## config.mk

```make
export PLATFORM = sky130hd
export DESIGN_NAME = amba_mem_master
export DESIGN_NICKNAME = d
export VERILOG_FILES = /design/src/rtl/amba_mem_master.sv
export SDC_FILE = /design/constraint.sdc
export NUM_CORES = 1
export LEC_CHECK = 0
export ABC_AREA = 1
export CORE_MARGIN = 2
export CORE_UTILIZATION = 40
export DETAILED_ROUTE_END_ITERATION = 16
export PLACE_DENSITY = 0.77
export SLEW_MARGIN = 5
export SYNTH_ARGS = -nofsm -noshare
export SYNTH_HDL_FRONTEND = slang
export SYNTH_SLANG_ARGS = --single-unit
```

## constraint.sdc

```tcl
create_clock -name clk -period 1.39 [get_ports clk]
set_clock_uncertainty 0.05 [all_clocks]
set_input_delay 0.2085 -clock clk [delete_from_list [all_inputs] [get_ports clk]]
set_output_delay 0.2085 -clock clk [all_outputs]
set_load 0.02 [all_outputs]
```

## src/rtl/amba_mem_master.sv

```systemverilog
// rtl/amba_mem_master.sv - single-transfer AHB-lite bus master for the multicycle control unit
// Optional wait-state timeout is built when AMBA_TIMEOUT_EN is defined.
module amba_mem_master #(
   parameter int ADDR_W  = 32,
   parameter int DATA_W  = 32,
   parameter int TIMEOUT = 15
) (
   input  logic              clk,
   input  logic              reset,
   input  logic              MemRead,
   input  logic              MemWrite,
   input  logic [ADDR_W-1:0] addr,
   input  logic [DATA_W-1:0] wdata,
   output logic [DATA_W-1:0] rdata,
   output logic              busy,
   output logic              done,
   output logic              err,
   output logic [ADDR_W-1:0] HADDR,
   output logic [1:0]        HTRANS,
   output logic              HWRITE,
   output logic [2:0]        HSIZE,
   output logic [DATA_W-1:0] HWDATA,
   input  logic [DATA_W-1:0] HRDATA,
   input  logic              HREADY,
   input  logic              HRESP
);

   typedef enum logic [1:0] {IDLE, ADDR, DATA} stateT;

   localparam logic [1:0] TransIdle   = 2'b00;
   localparam logic [1:0] TransNonseq = 2'b10;

   stateT             state, nextState;
   logic [DATA_W-1:0] wdataLatch;
   logic              accept;
   logic              finish;
   logic              timedOut;

   assign HSIZE = 3'b010;

`ifdef AMBA_TIMEOUT_EN
   logic [7:0] waitCnt;

   // Counts consecutive stalled cycles; cleared by any ready cycle or by the abort itself.
   always_ff @(posedge clk) begin
      if (reset)
         waitCnt <= 8'd0;
      else if ((state != IDLE) && !HREADY && !timedOut)
         waitCnt <= waitCnt + 8'd1;
      else
         waitCnt <= 8'd0;
   end

   assign timedOut = (state != IDLE) && (waitCnt == 8'(TIMEOUT));
`else
   assign timedOut = 1'b0;
   if (TIMEOUT > 0) begin : genNoTimeout
   end
`endif

   always_ff @(posedge clk) begin
      if (reset)
         state <= IDLE;
      else
         state <= nextState;
   end

   always_comb begin
      nextState = state;
      accept    = 1'b0;
      finish    = 1'b0;
      case (state)
         IDLE: begin
            if (MemRead || MemWrite) begin
               accept    = 1'b1;
               nextState = ADDR;
            end
         end
         ADDR: begin
            if (timedOut)
               nextState = IDLE;
            else if (HREADY)
               nextState = DATA;
         end
         DATA: begin
            if (timedOut) begin
               nextState = IDLE;
            end else if (HREADY) begin
               finish    = 1'b1;
               nextState = IDLE;
            end
         end
         default: nextState = IDLE;
      endcase
   end

   // Bus and status outputs are all registered from the next-state decision.
   always_ff @(posedge clk) begin
      if (reset) begin
         HADDR      <= '0;
         HTRANS     <= TransIdle;
         HWRITE     <= 1'b0;
         HWDATA     <= '0;
         wdataLatch <= '0;
         rdata      <= '0;
         busy       <= 1'b0;
         done       <= 1'b0;
         err        <= 1'b0;
      end else begin
         done   <= finish || timedOut;
         busy   <= (nextState != IDLE);
         HTRANS <= (nextState == ADDR) ? TransNonseq : TransIdle;
         if (accept) begin
            HADDR      <= addr;
            HWRITE     <= MemWrite && !MemRead;
            wdataLatch <= wdata;
            err        <= 1'b0;
         end
         if ((state == ADDR) && (nextState == DATA) && HWRITE)
            HWDATA <= wdataLatch;
         if (finish) begin
            if (HRESP)
               err <= 1'b1;
            else if (!HWRITE)
               rdata <= HRDATA;
         end
         if (timedOut)
            err <= 1'b1;
      end
   end

endmodule

```

; ---- Yosys cells after proc, flatten, opt, wreduce, memory -nomap -nowiden
; Index checks and enable logic that the tools add are counted.
[word_totals]
reg_bits = 136
in_bits = 102
out_inout_bits = 105
elab_cells = 36
[classes]
n_eq_ne = 4
mux = 12
n_bitwise = 2
reduce_logical = 8
[op_table]
columns = cell, n
row1 = $mux 2, 4
row2 = $mux 1, 7
row3 = $pmux 2 s3, 1
row4 = $eq 2x1->1 const B, 2
row5 = $eq 2x2->1 const B, 2
row6 = $logic_and 1x1->1, 3
row7 = $reduce_and 3->1, 1
row8 = $logic_not 2->1, 1
row9 = $not 1->1, 2
row10 = $reduce_bool 2->1, 1
row11 = $logic_not 1->1, 1
row12 = $logic_or 1x1->1, 1

; ---- Longest topological paths before layout
[depth]
ltp_word = 6
ltp_mapped = 7
depth_no_buf = 6

; ---- Worst setup path before layout
; Ideal clock, no wire load.
[synth_timing]
path_kind = register to register
start = register HWRITE
end = register rdata[22]
setup_ns = 0.113
arrival_ns = 1.100
t_required_ns = 1.227
setup_slack_ns = 0.127
path_stages_with_launch = 6
path_buffers = 1
path_cell_list = dfxtp_1 nor2_2 clkbuf_1 nand4_1 nand2_1 nor2_1
[synth_between]
elab_chain_len = 2
[synth_rtl]
columns = element, line_no
row1 = from (decl), 20  ; output logic HWRITE,
row2 = from (signal assigned), 115  ; HWRITE <= MemWrite && !MemRead;
row3 = $not 1->1 (no line), -
row4 = $reduce_and 3->1 (no line), -
row5 = to (signal assigned), 105  ; rdata <= '0;
row6 = to (signal assigned), 125  ; rdata <= HRDATA;
row7 = to (decl), 14  ; output logic [DATA_W-1:0] rdata,
; No other way between the ends.
; A chain may end at the register's enable or synchronous reset.

; ---- Worst setup path in the final report
[layout_timing]
start = register HWDATA[25]
end = output HWDATA[25]
[layout_lines]
columns = element, line_no
row1 = from (decl), 22  ; output logic [DATA_W-1:0] HWDATA,
row2 = from (signal assigned), 120  ; HWDATA <= wdataLatch;
; No word-level cell between the ends.

==> summary.md <==
| Metric | Value |
|---|---|
| Status | completed |
| WS Path Type | reg -> out |
| WP data arrival | 1.09 ns |
| Die Y-Extent | 118 µm |
| LEAKAGE | 4.00 nW |
| # clock sinks | 135 |
| Root Driver | clkbuf_16 |
| Die area | 0.0139 mm² |
| Reg2Reg Depth | 6 |
| FF-to-FF Start | state[1]$_SDFF_PP0_ |
| Total Power | 10.4 mW |
| Routed WL | 13.4 mm |
| Internal power | 7.87 mW |
| Synthesis-to-layout area growth | 54.0% |
| Mapped Cells | 732 |
| Power per Cell Area | 1300 mW/mm² |
| Worst vdd ir | 0.815 mV |
| H-Tree Level Count | 4 |
| CORE AREA | 0.0127 mm² |
| Final Setup Violations | 0 |
| Register area share after synthesis | 52.1% |
| Final Max Slew Viols | 0 |
| Vias in the first global route | 4583 |
| Hold Crit Endpoint | HADDR[12]$_SDFFE_PP0P_ |
| First-pass GRT wire length | 22.1 mm |
| Placed cell count | 1079 |
| Register share of total power | 41.1% |
| Reg2reg setup slack | 0.14 ns |
| Min-Delay Path Class | in -> reg |
| Share of cells above drive strength 1 | 7.03% |
| WP buf/inv | 1 |
| Nets@finish | 1028 |
| Via-to-Cell Ratio | 4.48 |
| Worst stage delay on the critical path | 0.34 ns |
| Worst R2R End | HADDR[16]$_SDFFE_PP0P_ |
| Std cell rows | 41 |
| Sw Ratio | 24.2% |
| Port bufs | 202 |
| WHS Path Cells | 3 |
| Library cells used by synthesis | 19 |
| Most common cell after layout, fill and taps aside | nor2_1 |
| Drt first pass iters | 4 |
| CP required | 1.13 ns |
| Startpoint types | flop |
| N_diodes | 0 |
| Synthesis Warnings | 0 |
| Most frequent cells in the layout | nor2_1 (257), dfxtp_1 (134), nand2_1 (105) |
| CTS Hold Bufs | 0 |
| Crit end category | output pin |
| Gr ovfl total | 0 |
| Synthesized area per cell | 7.09 µm² |
| Die X | 118 µm |
| #FFs+latches synth | 135 |
| CTS tree | done |
| Final Hold Vio Count | 0 |
| Post-Syn Area | 0.00519 mm² |
| CTS Buffer Depth | 2 |
| Period utilization | 96.9% |
| Starting Density | 41.0% |
| Tmin final | 1.35 ns |
| Comb power frac | 14.4% |
| Critical-path top delay cell | dfxtp_1 |
| Max Fclk | 743 MHz |
| Via count | 4978 |
| DRC errors left | 0 |
| Overall routing resource usage | 19.5% |
| Initial antenna violation count | 0 |
| Crit path max-delay family | flip-flops |
| Post-CTS Setup Repair Bufs | 0 |
| Critical Path Fanout Max | 2 |
| Worst-path clk slew | 0.05 ns |
| Pin count of the biggest net entering global routing | 47 |
| CTS Buf Count | 17 |
| Worst hold start | addr[12] |
| Num ports | 207 |
| Worst skew pair latency | 0.41 ns |
| RePlAce Congestion | 0.780 |
| DRT iter0 DRCs | 321 |
| Clock share of power | 44.5% |
| Area of the multi-input gates | 0.00198 mm² |
| Routed wire length per instance | 12.0 µm |
| Register area | 0.00270 mm² |
| Layout Utilization | 63.1% |
| Post-route ant nets | 0 |
| CP Cell Sequence | dlygate4sd2_1 |
| Fillers | 1159 |
| RSZ-0062 raised after global routing | false |
| Net switching power | 2.51 mW |
| Max-cap violation count | 0 |
| DP Wirelength | 9.18 mm |
| Post-route insts no fill | 1111 |
## power groups by stage
stage          registers (mW)  clock network, mW  logic [mW]
4_1_cts                  4.26               4.70        1.51
3_3_place_gp             4.34                  0        1.59
5_1_grt                  4.30               4.89        1.65
3_5_place_dp             4.35                  0        1.61
2_1_floorplan            4.52                  0       0.616
6_report                 4.26               4.61        1.50
## sequential cells by signal, indices dropped and copies added (netlist names)
register and count:
HTRANS 1, rdata 32, done 1, busy 1, wdataLatch 32, HWDATA 32
state 2, HWRITE 1, HADDR 32, err 1
## metal layers
metal	vias up	wire length (µm)	GRT usage, %
li1	2615	-	-
met1	2202	5980	23.3
met2	141	6440	32.6
met3	20	687	5.91
met4	0	257	8.36
met5	-	0	0
## metrics by stage
stage | TNS, ns | cell area (µm²) | hold slack, ns | setup WS, ns
finish | 0 | 8000 | 0.355 | 0.0438
detailed placement | -16.67 | 7490 | 0.419 | -0.174
global placement | -12.97 | 7490 | 0.410 | -0.126
global route | 0 | 8000 | 0.361 | 0.000114
CTS | 0 | 7980 | 0.331 | 0.00292
floorplan | 0 | 5200 | 0.228 | 0.127
## repair_timing
item                                    CTS  global route
endpoints found under the setup margin  101            29
resized for setup                       105            32
gates cloned                              0             0
## cells by family after synthesis
| logic type | Yosys count | synth area share [%] |
|---|---|---|
| AOI/OAI and AO/OA | 67 | 6.46 |
| buffers and inverters | 124 | 10.0 |
| and+or+nand+nor | 404 | 31.3 |
| other | 2 | 0.145 |
| DFF | 135 | 52.1 |
## layout make-up
cell class              count  share of cell area [%]
flip-flops and latches    135                    33.8
clock buffers              23                    6.23
clock inverters             9                    1.50
well taps                 172                    2.69
inverters                  74                    3.49
repair buffers            223                    27.5
multi-input cells         475                    24.7
## how the worst max path moves through the flow
stage,startpoint,end,slack [ns],depth (start not counted)
floorplan,HWRITE$_SDFFE_PP0P_,rdata[22]$_SDFFE_PP0P_,0.13,5
global placement,HREADY,HWDATA[5]$_SDFFE_PP0P_,-0.13,5
detailed placement,MemWrite,HADDR[16]$_SDFFE_PP0P_,-0.17,8
CTS,HWDATA[4]$_SDFFE_PP0P_,HWDATA[4],0.003,1
global route,HWDATA[25]$_SDFFE_PP0P_,HWDATA[25],0.0001,1
finish,HWDATA[25]$_SDFFE_PP0P_,HWDATA[25],0.04,1
## Yosys cell counts
library cell,number,area (µm²)
nand2_4,1,11.3
nand2_1,105,394
nand3_1,4,20.0
nand4_2,1,12.5
clkbuf_1,20,75.1
a21oi_1,1,5.00
buf_4,7,52.6
buf_2,17,85.1
buf_6,1,11.3
nor2_1,258,968
nand4_1,32,200
nor2_2,3,18.8
dfxtp_1,135,2700
inv_1,73,274
buf_1,5,18.8
o21ai_1,4,20.0
o21ai_0,62,310
conb_1,2,7.51
inv_2,1,3.75
Note: power is estimated with default switching activity, not from simulation.
